**src/rtl/csr_pkg.sv**
```systemverilog
// rtl/csr_pkg.sv - shared CSR side-bus op encodings, addresses and timer register map
package csr_pkg;

  localparam logic [2:0] CSR_OP_NONE  = 3'd0;
  localparam logic [2:0] CSR_OP_WRITE = 3'd1;
  localparam logic [2:0] CSR_OP_SET   = 3'd2;
  localparam logic [2:0] CSR_OP_CLEAR = 3'd3;

  localparam logic [11:0] CSR_UART  = 12'hbc0;
  localparam logic [11:0] CSR_SWI   = 12'hbc1;
  localparam logic [11:0] CSR_TIMER = 12'hbc2;
  localparam logic [11:0] CSR_SIM   = 12'h3ff;

  localparam logic [11:0] OFF_COUNT  = 12'd0;
  localparam logic [11:0] OFF_PEND   = 12'd1;
  localparam logic [11:0] OFF_CTRL   = 12'd2;
  localparam logic [11:0] OFF_CMP0   = 12'd3;
  localparam logic [11:0] OFF_STRIDE = 12'd2;

  // New register value for a write / bit-set / bit-clear; anything else keeps the old value.
  function automatic logic [31:0] csr_apply(input logic [31:0] old_val,
                                            input logic [31:0] wdata,
                                            input logic [2:0]  op);
    case (op)
      CSR_OP_WRITE: csr_apply = wdata;
      CSR_OP_SET:   csr_apply = old_val | wdata;
      CSR_OP_CLEAR: csr_apply = old_val & ~wdata;
      default:      csr_apply = old_val;
    endcase
  endfunction

endpackage

```
**src/rtl/csr_timer_channel.sv**
```systemverilog
// rtl/csr_timer_channel.sv - one compare channel: CMP, PERIOD, ARMED, PEND and match
module csr_timer_channel
  import csr_pkg::*;
#(
  parameter int WIDTH = 32
) (
  input  logic             clk,
  input  logic             rstn,
  input  logic             tick,
  input  logic [WIDTH-1:0] count,
  input  logic             periodic,
  input  logic [2:0]       op,
  input  logic [31:0]      wdata,
  input  logic             cmp_wr,
  input  logic             period_wr,
  input  logic             pend_wr,
  input  logic             pend_new,
  input  logic             armed_wr,
  input  logic             armed_new,
  output logic [WIDTH-1:0] cmp,
  output logic [WIDTH-1:0] period,
  output logic             pend,
  output logic             armed
);

  logic [WIDTH-1:0] cmp_q, cmp_d;
  logic [WIDTH-1:0] period_q, period_d;
  logic             pend_q, pend_d;
  logic             armed_q, armed_d;
  logic             match;

  // Equality on the pre-increment count, so wrap-around needs no special case.
  assign match = tick & armed_q & (count == cmp_q);

  // Hardware match first, then software writes override; a pending event is never lost.
  always_comb begin
    cmp_d    = cmp_q;
    period_d = period_q;
    armed_d  = armed_q;
    pend_d   = pend_q | match;
    if (match) begin
      if (periodic) cmp_d = cmp_q + period_q;
      else          armed_d = 1'b0;
    end
    if (armed_wr)  armed_d  = armed_new;
    if (cmp_wr) begin
      cmp_d   = WIDTH'(csr_apply(32'(cmp_q), wdata, op));
      armed_d = 1'b1;
    end
    if (period_wr) period_d = WIDTH'(csr_apply(32'(period_q), wdata, op));
    if (pend_wr)   pend_d   = pend_new | match;
  end

  // Channel state registers.
  always_ff @(posedge clk or negedge rstn) begin
    if (!rstn) begin
      cmp_q    <= '1;
      period_q <= '0;
      pend_q   <= 1'b0;
      armed_q  <= 1'b0;
    end else begin
      cmp_q    <= cmp_d;
      period_q <= period_d;
      pend_q   <= pend_d;
      armed_q  <= armed_d;
    end
  end

  assign cmp    = cmp_q;
  assign period = period_q;
  assign pend   = pend_q;
  assign armed  = armed_q;

endmodule

```
**src/rtl/csr_timer_multi.sv**
```systemverilog
// rtl/csr_timer_multi.sv - prescaled free-running counter shared by several compare channels
module csr_timer_multi
  import csr_pkg::*;
#(
  parameter logic [11:0] BASE_ADDR = CSR_TIMER,
  parameter int          WIDTH     = 32,
  parameter int          CHANNELS  = 2,
  parameter int          PRESCALE  = 1
) (
  input  logic        clk,
  input  logic        rstn,
  input  logic        read,
  input  logic [2:0]  modify,
  input  logic [31:0] wdata,
  input  logic [11:0] addr,
  output logic [31:0] rdata,
  output logic        valid,
  output logic        irq
);

  localparam int          PRE_W    = (PRESCALE > 1) ? $clog2(PRESCALE) : 1;
  localparam logic [11:0] NUM_REGS = 12'(OFF_CMP0 + OFF_STRIDE * CHANNELS);

  logic [11:0]         off;
  logic                hit;
  logic                mod_en;
  logic                tick;
  logic [WIDTH-1:0]    count_q, count_d;
  logic [PRE_W-1:0]    pre_q, pre_d;
  logic [CHANNELS-1:0] ien_q, ien_d;
  logic [CHANNELS-1:0] periodic_q, periodic_d;
  logic [CHANNELS-1:0] pend, armed, pend_new, armed_new;
  logic [WIDTH-1:0]    cmp [CHANNELS];
  logic [WIDTH-1:0]    period [CHANNELS];
  logic [31:0]         ctrl_rd, rd_val;
  logic [31:0]         rdata_q, rdata_d;
  logic                valid_q, valid_d;

  // Address decode; addresses below BASE_ADDR wrap to large offsets and miss.
  always_comb begin
    off    = addr - BASE_ADDR;
    hit    = off < NUM_REGS;
    mod_en = hit & ((modify == CSR_OP_WRITE) | (modify == CSR_OP_SET) | (modify == CSR_OP_CLEAR));
  end

  assign tick    = (pre_q == PRE_W'(PRESCALE - 1));
  assign ctrl_rd = {8'd0, 8'(armed), 8'(periodic_q), 8'(ien_q)};

  // Software view of PEND and ARMED after the pending op, fed to every channel.
  always_comb begin
    pend_new  = CHANNELS'(csr_apply(32'(pend), wdata, modify));
    armed_new = CHANNELS'(csr_apply(ctrl_rd, wdata, modify) >> 16);
  end

  // Prescaler and counter; a software COUNT access wins and restarts the prescaler.
  always_comb begin
    pre_d   = tick ? '0 : pre_q + PRE_W'(1);
    count_d = tick ? count_q + WIDTH'(1) : count_q;
    if (mod_en && off == OFF_COUNT) begin
      count_d = WIDTH'(csr_apply(32'(count_q), wdata, modify));
      pre_d   = '0;
    end
  end

  // CTRL enable and mode bits.
  always_comb begin
    ien_d      = ien_q;
    periodic_d = periodic_q;
    if (mod_en && off == OFF_CTRL) begin
      ien_d      = CHANNELS'(csr_apply(ctrl_rd, wdata, modify));
      periodic_d = CHANNELS'(csr_apply(ctrl_rd, wdata, modify) >> 8);
    end
  end

  // Read mux over the decoded registers; returns the pre-modify value.
  always_comb begin
    rd_val = '0;
    if (off == OFF_COUNT) rd_val = 32'(count_q);
    if (off == OFF_PEND)  rd_val = 32'(pend);
    if (off == OFF_CTRL)  rd_val = ctrl_rd;
    for (int c = 0; c < CHANNELS; c++) begin
      if (off == 12'(OFF_CMP0 + OFF_STRIDE * c))         rd_val = 32'(cmp[c]);
      if (off == 12'(OFF_CMP0 + OFF_STRIDE * c + 12'd1)) rd_val = 32'(period[c]);
    end
    valid_d = read & hit;
    rdata_d = (read & hit) ? rd_val : '0;
  end

  // Top-level state registers.
  always_ff @(posedge clk or negedge rstn) begin
    if (!rstn) begin
      count_q    <= '0;
      pre_q      <= '0;
      ien_q      <= '0;
      periodic_q <= '0;
      rdata_q    <= '0;
      valid_q    <= 1'b0;
    end else begin
      count_q    <= count_d;
      pre_q      <= pre_d;
      ien_q      <= ien_d;
      periodic_q <= periodic_d;
      rdata_q    <= rdata_d;
      valid_q    <= valid_d;
    end
  end

  for (genvar c = 0; c < CHANNELS; c++) begin : g_ch
    localparam logic [11:0] CMP_OFF = 12'(OFF_CMP0 + OFF_STRIDE * c);
    csr_timer_channel #(.WIDTH(WIDTH)) u_ch (
      .clk       (clk),
      .rstn      (rstn),
      .tick      (tick),
      .count     (count_q),
      .periodic  (periodic_q[c]),
      .op        (modify),
      .wdata     (wdata),
      .cmp_wr    (mod_en && off == CMP_OFF),
      .period_wr (mod_en && off == CMP_OFF + 12'd1),
      .pend_wr   (mod_en && off == OFF_PEND),
      .pend_new  (pend_new[c]),
      .armed_wr  (mod_en && off == OFF_CTRL),
      .armed_new (armed_new[c]),
      .cmp       (cmp[c]),
      .period    (period[c]),
      .pend      (pend[c]),
      .armed     (armed[c])
    );
  end

  assign rdata = rdata_q;
  assign valid = valid_q;
  assign irq   = |(pend & ien_q);

endmodule

```
**config.mk**
```make
export PLATFORM = sky130hd
export DESIGN_NAME = csr_timer_multi
export DESIGN_NICKNAME = d
export VERILOG_FILES = /design/src/rtl/csr_pkg.sv /design/src/rtl/csr_timer_channel.sv /design/src/rtl/csr_timer_multi.sv
export SDC_FILE = /design/constraint.sdc
export NUM_CORES = 1
export LEC_CHECK = 0
export ABC_AREA = 1
export ABC_CLOCK_PERIOD_IN_PS = 2850
export BUFFER_PORTS_ARGS = -buffer_cell sky130_fd_sc_hd__buf_2
export CAP_MARGIN = 5
export CORE_MARGIN = 5
export CORE_UTILIZATION = 45
export CTS_CLUSTER_DIAMETER = 200
export DETAILED_ROUTE_END_ITERATION = 10
export PLACE_DENSITY = 0.71
export SLEW_MARGIN = 20
export SYNTH_ARGS = -nofsm -noshare
export SYNTH_HDL_FRONTEND = slang
export SYNTH_SLANG_ARGS = --single-unit
```
**constraint.sdc**
```tcl
create_clock -name clk -period 2.85 [get_ports clk]
set_clock_uncertainty 0.05 [all_clocks]
set_input_delay 0.4275 -clock clk [delete_from_list [all_inputs] [get_ports clk]]
set_output_delay 0.4275 -clock clk [all_outputs]
set_load 0.01 [all_outputs]
```
Word-level counts from Yosys, hierarchy flattened --
Index checks and enable logic that the tools add are counted.
Storage, ports and cells: flip-flop bits (word level) 202, input port bits 50, output and inout port bits 34, logic and storage cells 127
Cells by class: add/sub/neg operators 5, $lt $le $gt $ge 1, equality and inequality tests 19, mux-type cells 35, bitwise logic cells 29, reduce and logical (&&, ||, !) cells 24
Operators by type and width (count):
- $mux 32 | 16
- $pmux 32 s3 | 5
- $and 32x32->32 | 5
- $or 32x32->32 | 5
- $add 32x32->32 | 2
- $eq 32x32->1 | 2
- $pmux 18 s3 | 1
- $eq 12x3->1 const B | 3
- $add 32x1->32 const B | 1
- $not 32->32 | 1
- $eq 12x2->1 const B | 2
- $and 18x18->18 | 1
- $or 18x18->18 | 1
- $eq 12x1->1 const B | 1
- $logic_not 12->1 | 1
- $lt 12x3->1 const B | 1
- $mux 1 | 12
- $ne 4x4->1 const B | 3
- $reduce_and 3->1 | 4
- $sub 12x12->12 const B | 1
- $ne 5x4->1 const B | 2
- $reduce_bool 3->1 | 3
- $reduce_and 2->1 | 4
- $reduce_bool 2->1 | 4
- 13 further kinds | 32

Logic depth before layout (Yosys ltp) --
Gate-level depths: netlist of run 1.
depth after elaboration 10, mapped depth 19

By module --
A second synthesis of run 1 with hierarchy kept.
Second synthesis, totals: cells, all modules 3090, area, all modules 18535.3 um^2
By module, submodules not included:
- csr_timer_channel at g_ch[0].u_ch | times used 1, cells each 1073, area each 6313.6 um^2
- csr_timer_channel at g_ch[1].u_ch | times used 1, cells each 1066, area each 6293.5 um^2
- csr_timer_multi | times used 1, cells each 951, area each 5928.2 um^2

Worst setup path after synthesis of run 1 --
Ideal clock, no wire load.
path kind register -> register, start point register g_ch[1].u_ch.cmp_q[0], end point register g_ch[1].u_ch.cmp_q[10], arrival 2511 ps, data required time 2721 ps, slack 210 ps, cell stages (with the launch flop) 12, path buffers 0, path through dfstp_2 -> ha_1 -> inv_1 -> fa_1 -> o21ai_0 -> a21boi_0 -> o21ai_0 -> a31oi_1 -> xor2_1 -> o21ai_0 -> o21ai_0 -> o21ai_0
On the way: word-level cells in the longest chain between the ends 4, elaborated cells between the ends (all ways) 8, classes of those cells 1 x add/sub; 1 x eq/ne; 3 x mux; 1 x bitwise; 2 x reduce/logical
Ends and longest elaborated chain:
- start: declaration | line csr_timer_channel.sv:26 | logic [WIDTH-1:0] cmp_q, cmp_d;
- start signal: assignment | line csr_timer_channel.sv:62 | cmp_q <= cmp_d;
- $add 32x32->32 or $eq 32x32->1 (tied branches) | line csr_timer_channel.sv:42, csr_timer_channel.sv:33
- $mux 32 or $and 1x1->1 (tied branches) | line csr_timer_channel.sv:42, csr_timer_channel.sv:33
- $mux 32 or $reduce_bool 2->1 (tied branches)
- $mux 32 or $reduce_and 3->1 (tied branches)
Several ways; a longest one is shown, not always the timed one. The select of a mux whose other input is x is not followed. A chain may end at the register's enable or synchronous reset.

Worst setup path in the final report of run 1 --
start point register g_ch[0].u_ch.cmp_q[2], end point register g_ch[0].u_ch.cmp_q[31]
On the way: word-level cells in the longest chain between the ends 4, elaborated cells between the ends (all ways) 8, classes of those cells 1 x add/sub; 1 x eq/ne; 3 x mux; 1 x bitwise; 2 x reduce/logical
Ends and longest elaborated chain (line):
- start: declaration | csr_timer_channel.sv:26
- start signal: assignment | csr_timer_channel.sv:62
- $add 32x32->32 or $eq 32x32->1 (tied branches) | csr_timer_channel.sv:42, csr_timer_channel.sv:33
- $mux 32 or $and 1x1->1 (tied branches) | csr_timer_channel.sv:42, csr_timer_channel.sv:33
- $mux 32 or $reduce_bool 2->1 (tied branches)
- $mux 32 or $reduce_and 3->1 (tied branches)
Several ways; a longest one is shown, not always the timed one. The select of a mux whose other input is x is not followed.

==> impl_metrics.json, run 1 <==
{
  "setup_viol": 0,
  "grt_use_total": 0.325,
  "initial_utilization": 0.456,
  "ys_warn_count": 0,
  "first_global_vias": 17204,
  "rsz0062_at_grt": "no",
  "hold_viol": 0,
  "io_buffers": 83,
  "clkTransAtPathRegs_ns": 0.06,
  "cts.sinks": 201,
  "ios": 84,
  "area_growth_pct": 15.7,
  "cp-start-kind": "flip-flop",
  "synth.largest_area_cell": "dfrtp_1",
  "post-place-cells": 2819,
  "vias": 18038,
  "drive_gt1_frac": 0.139,
  "final_area_um2": 18200,
  "rows": 68,
  "grt_first_pass_wirelength_um": 99300,
  "ys_seq_area_frac": 0.324,
  "num_antenna_cells": 0,
  "drt_iter0_markers": 2442,
  "dieArea_um2": 38800,
  "grt_max_degree": 66,
  "syn-cell-area_um2": 15800,
  "outcome": "finished, final reports clean",
  "final_common_cell": "nand2_1",
  "avgSynthCellArea_um2": 6.94,
  "p_leak_nw": 8.71,
  "fin_cells": 2867,
  "routed_wl_um": 65400,
  "cp-end-kind": "flip-flop",
  "synth.top_cell.area_share": 0.218,
  "syn_nets": 2387,
  "crit_type": "reg -> reg",
  "max_slew_margin": 0.564,
  "hold-worst-slack_ns": 0.136,
  "finalMaxSlewViolations": 0,
  "die_w_um": 197,
  "min_path_type": "in -> reg",
  "dp_hpwl_um": 50900,
  "period_share": 0.975,
  "cts_tree": "built",
  "worstMarginPinSlew_ns": 0.648,
  "ys_async_sr_fraction": 1.00,
  "cts_buffer_depth": 3,
  "ctsHtreeMaxLevel": 1,
  "ys.flop_type": "dfrtp_1",
  "fin_crit_ns": 2.78,
  "fmax_ghz": 0.360,
  "grt.overflow.total": 0,
  "cap_violations": 0,
  "cts-root-buf": "clkbuf_16",
  "synth_edf_count": 0,
  "drc": 0,
  "placed_area_um2": 17300,
  "antenna_found_initial": 1,
  "cp_max_fo": 4,
  "avgRoutedWirePerCell_um": 22.8,
  "ir_drop_mv": 0.368,
  "p_total_w": 0.00657,
  "insertion_delay_ns": 0.54,
  "worst_slack_ns": 0.0719,
  "syn_inst": 2271,
  "ant_nets": 0,
  "synth.area.top_cells": "dfrtp_1, o21ai_0, dfstp_2, nand2_1, inv_1",
  "nets": 2510,
  "cts_inserted_buffers": 24,
  "ys_ff_latch": 201,
  "critPathArrivalTime_ns": 3.20,
  "gp_congestion": 1.17,
  "die_h_um": 197,
  "core_region_area_um2": 34500,
  "first_pass_iters": 9,
  "ys_types": 55,
  "via_per_inst": 6.29,
  "layout_common_cells": "nand2_1, o21ai_0, inv_1, nor2_1, dfrtp_1",
  "place_ws_ns": -0.125,
  "fillers": 3416,
  "p_per_area_nw_per_um2": 360,
  "cp.required_ns": 3.27
}
-- what timing repair did --
action                                  4_1_cts  5_1_grt
setup buffers                                 0        2
gates resized for setup                       0       20
endpoints found under the setup margin        0       32
endpoints found under the hold margin        17        0
hold buffers                                  1        0
-- stage by stage --
step / utilization / setup TNS, ns
2_1_floorplan: - / 0
3_3_place_gp: 0.501 / -0.118
3_5_place_dp: 0.501 / -1.03
4_1_cts: 0.525 / 0
5_1_grt: 0.528 / 0
6_report: 0.528 / 0
-- critical path, stage by stage (launching register included) --
cell and delay, ns:
dfstp_2 0.54, ha_1 0.27, a21oi_1 0.14, o21ai_0 0.15, a21boi_0 0.43, o21ai_1 0.28
a21oi_1 0.33, nand3b_1 0.19, nand2_1 0.06, nand2_1 0.06, nand3_1 0.07, nand3_1 0.07
o21ai_1 0.07
-- Yosys cell counts, types with 3 or more instances --
master	count
o211ai_1	28
xnor2_1	20
nand2_2	4
ha_1	64
buf_6	3
a221oi_1	4
o21bai_1	4
a21oi_1	126
clkbuf_1	49
nor2_1	176
nand3_1	116
nand3b_1	8
o221ai_1	4
a31oi_1	38
o21ai_1	34
nor3_1	34
o2111ai_1	12
nor2_2	5
a21boi_0	6
inv_2	12
o21ai_0	403
o22ai_1	26
nor4_1	28
inv_1	258
dfstp_2	64
a211oi_1	5
nand2_1	415
mux2i_1	5
buf_2	25
nor3_2	3
a21o_1	11
buf_1	5
a22oi_1	4
xor2_1	63
dfrtp_1	137
nand4_1	42
buf_4	3
-- cells by family after synthesis --
logic type,synth area share
AOI/OAI and AO/OA,0.249
xor gates and xnor gates,0.0462
adders and majority gates,0.0534
buffers and inverters,0.0887
DFF,0.324
muxes,0.00461
and+or+nand+nor,0.233
-- layer usage --
metal | wire [µm] | GRT usage | share of wire | vias to the layer above
met3 | 7460 | 0.0802 | 0.11 | 262
met2 | 28600 | 0.511 | 0.44 | 1204
met1 | 24800 | 0.417 | 0.38 | 8526
li1 | - | - | - | 8044
met4 | 4460 | 0.167 | 0.068 | 2
met5 | 13 | 0 | 0.00020 | -
-- registers in the layout, summed over array words and instances (netlist names) --
signal and flops:
ien_q 2, rdata 32, valid 1, periodic_q 2, count_q 32, g_ch.u_ch.armed 2
g_ch.u_ch.period 64, g_ch.u_ch.cmp 64, g_ch.u_ch.pend 2
-- power by group --
part / internal (W) / switching, W / leakage, nW
combinational: 0.0000885 / 0.000290 / 5.81
clock: 0.00203 / 0.00130 / 0.416
sequential: 0.00286 / 0.00000262 / 2.49
-- area by class of cell --
class	count	area, µm²	area share
Clock buffer	37	731	0.0401
Clock inverter	7	110	0.00604
Inverter	270	1020	0.0558
Multi-Input combinational cell	1715	9290	0.510
Sequential cell	201	5110	0.280
Tap cell	455	569	0.0312
Timing Repair Buffer	182	1400	0.0768
-- path summary, 6_finish.rpt --
check / depth (start not counted) / endpoint / slack [ns] / startpoint
setup / recovery: 12 / g_ch[0].u_ch.cmp[31]$_DFFE_PN1P_ / 0.07 / g_ch[0].u_ch.cmp[2]$_DFFE_PN1P_
max in group asynchronous: 3 / g_ch[1].u_ch.cmp[1]$_DFFE_PN1P_ / 1.57 / rstn
min in group asynchronous: 2 / g_ch[0].u_ch.period[28]$_DFFE_PN0P_ / 0.37 / rstn
setup reg to reg: 12 / g_ch[0].u_ch.cmp[31]$_DFFE_PN1P_ / 0.07 / g_ch[0].u_ch.cmp[2]$_DFFE_PN1P_
hold / removal: 3 / periodic_q[1]$_DFFE_PN0P_ / 0.14 / wdata[9]
hold reg to reg: 2 / g_ch[1].u_ch.pend$_DFF_PN0_ / 0.46 / g_ch[1].u_ch.pend$_DFF_PN0_
Note: power is estimated with default switching activity, not from simulation.
==> run 2: changes to the inputs <==
- PLACE_DENSITY: 0.71 -> default
==> impl_metrics.json, run 2 (same netlist as run 1, synthesis figures left out) <==
{
  "outcome": "finished, final reports clean",
  "p_per_area_nw_per_um2": 362,
  "final_area_um2": 18500,
  "grt_use_total": 0.348,
  "max_slew_margin": 0.419,
  "core_region_area_um2": 34500,
  "vias": 17680,
  "cp.required_ns": 3.27,
  "drc": 0,
  "setup_viol": 0,
  "p_int_w": 0.00501,
  "drive_gt1_frac": 0.152,
  "crit_type": "reg -> reg",
  "critPathArrivalTime_ns": 3.17,
  "first_global_vias": 16997,
  "placed_area_um2": 17600,
  "p_leak_nw": 8.90,
  "fillers": 3528,
  "rows": 68,
  "cp-start-kind": "flip-flop",
  "area_growth_pct": 17.6,
  "cts_buffer_depth": 3,
  "pwr-share-seq": 0.426,
  "combPwrFrac": 0.059,
  "clkTransAtPathRegs_ns": 0.07,
  "cp_max_fo": 17,
  "period_share": 0.966,
  "avgRoutedWirePerCell_um": 24.2,
  "finalMaxSlewViolations": 0,
  "cts_inserted_buffers": 25,
  "fin_util": 0.536,
  "fin_crit_ns": 2.75,
  "ir_drop_mv": 0.447,
  "antenna_found_initial": 0,
  "gp_congestion": 1.13,
  "grt_max_degree": 75,
  "ios": 84,
  "initial_utilization": 0.456,
  "io_buffers": 83,
  "cts.sinks": 201,
  "p_clk_frac": 0.514,
  "dp_hpwl_um": 56300,
  "cts-root-buf": "clkbuf_16",
  "routed_wl_um": 70300,
  "cts_tree": "built",
  "min_path_type": "in -> reg",
  "layout_common_cells": "nand2_1, o21ai_0, inv_1, nor2_1, dfrtp_1",
  "grt.overflow.total": 0,
  "final_common_cell": "nand2_1",
  "dieArea_um2": 38800,
  "cp-end-kind": "flip-flop",
  "hold_viol": 0,
  "hold-worst-slack_ns": 0.134,
  "die_h_um": 197,
  "fmax_ghz": 0.363,
  "die_w_um": 197,
  "ctsHtreeMaxLevel": 1,
  "ant_nets": 0,
  "grt_first_pass_wirelength_um": 104000,
  "swShare": 0.253,
  "insertion_delay_ns": 0.55,
  "worstMarginPinSlew_ns": 0.869,
  "cap_violations": 0,
  "via_per_inst": 6.08,
  "drt_iter0_markers": 1788,
  "first_pass_iters": 6,
  "nets": 2550,
  "power.switching_w": 0.00170
}
-- run 2: cell types whose count changed in the layout (fill, tap and decap cells not counted), moves of 2 or more --
cell | before | now
buf_4 | 80 | 120
clkbuf_1 | 6 | 3
clkinv_2 | 4 | 6
dfrtp_1 | 135 | 137
dfrtp_2 | 2 | 0
-- run 2: worst max-delay path: stages (launching register included) --
cell and delay [ns]:
dfstp_2 0.61, inv_1 0.11, nand2_1 0.22, nand4_1 0.13
nor3_1 0.20, nand3_2 0.18, nor3_1 0.16, nand4_1 0.24
nand2_2 0.19, buf_12 0.16, clkinvlp_4 0.22, nand2_1 0.12
nand2_1 0.06
-- run 2: layout make-up --
type | instances | area, µm² | share of cell area
Timing Repair Buffer | 221 | 1680 | 0.0908
Multi-Input combinational cell | 1715 | 9270 | 0.501
Sequential cell | 201 | 5110 | 0.276
Clock buffer | 35 | 733 | 0.0396
Inverter | 270 | 1020 | 0.0549
Tap cell | 455 | 569 | 0.0307
Antenna cell | 1 | 2.50 | 0.000135
Clock inverter | 11 | 136 | 0.00736
-- run 2: repair_timing --
action                     CTS  global route
hold endpoints to repair    52             0
buffers inserted             0             2
setup endpoints to repair    0            21
hold buffers                 1             0
resized for setup            0            11
-- run 2: power by group through the flow --
stage | registers, W | logic [W] | clock network, W
after global placement | 0.00291 | 0.000386 | 0
after floorplan | 0.00291 | 0.000149 | 0
after CTS | 0.00286 | 0.000392 | 0.00346
final | 0.00286 | 0.000398 | 0.00345
after global routing | 0.00286 | 0.000427 | 0.00357
after detailed placement | 0.00291 | 0.000390 | 0
-- run 2: layer usage --
layer	track usage	vias to the layer above	routed length (µm)	part of all wire
met1	0.438	8356	27400	0.39
li1	-	8132	-	-
met4	0.180	0	4760	0.068
met3	0.0754	225	6390	0.091
met5	0	-	0	0
met2	0.566	967	31800	0.45
-- run 2: metrics by stage --
stage | TNS (ns) | std cells | total power, W | setup WS, ns
2_1_floorplan | 0 | 2271 | 0.00306 | 0.210
3_3_place_gp | -0.0189 | 2858 | 0.00330 | -0.0152
3_5_place_dp | -0.142 | 2858 | 0.00330 | -0.0413
4_1_cts | 0 | 2905 | 0.00672 | 0.0763
5_1_grt | -0.0240 | 2908 | 0.00686 | -0.0207
6_report | 0 | 2909 | 0.00671 | 0.0971
-- run 2: final timing paths --
check / startpoint / slack [ns] / to / cells past startpoint
max: g_ch[1].u_ch.cmp[25]$_DFFE_PN1P_ / 0.1 / g_ch[1].u_ch.cmp[19]$_DFFE_PN1P_ / 12
min: wdata[9] / 0.13 / periodic_q[1]$_DFFE_PN0P_ / 3
max reg2reg: g_ch[1].u_ch.cmp[25]$_DFFE_PN1P_ / 0.1 / g_ch[1].u_ch.cmp[19]$_DFFE_PN1P_ / 12
min reg2reg: g_ch[0].u_ch.cmp[27]$_DFFE_PN1P_ / 0.47 / g_ch[0].u_ch.cmp[27]$_DFFE_PN1P_ / 2
max in group asynchronous: rstn / 1.45 / g_ch[0].u_ch.cmp[6]$_DFFE_PN1P_ / 3
min in group asynchronous: rstn / 0.43 / count_q[28]$_DFFE_PN0P_ / 2
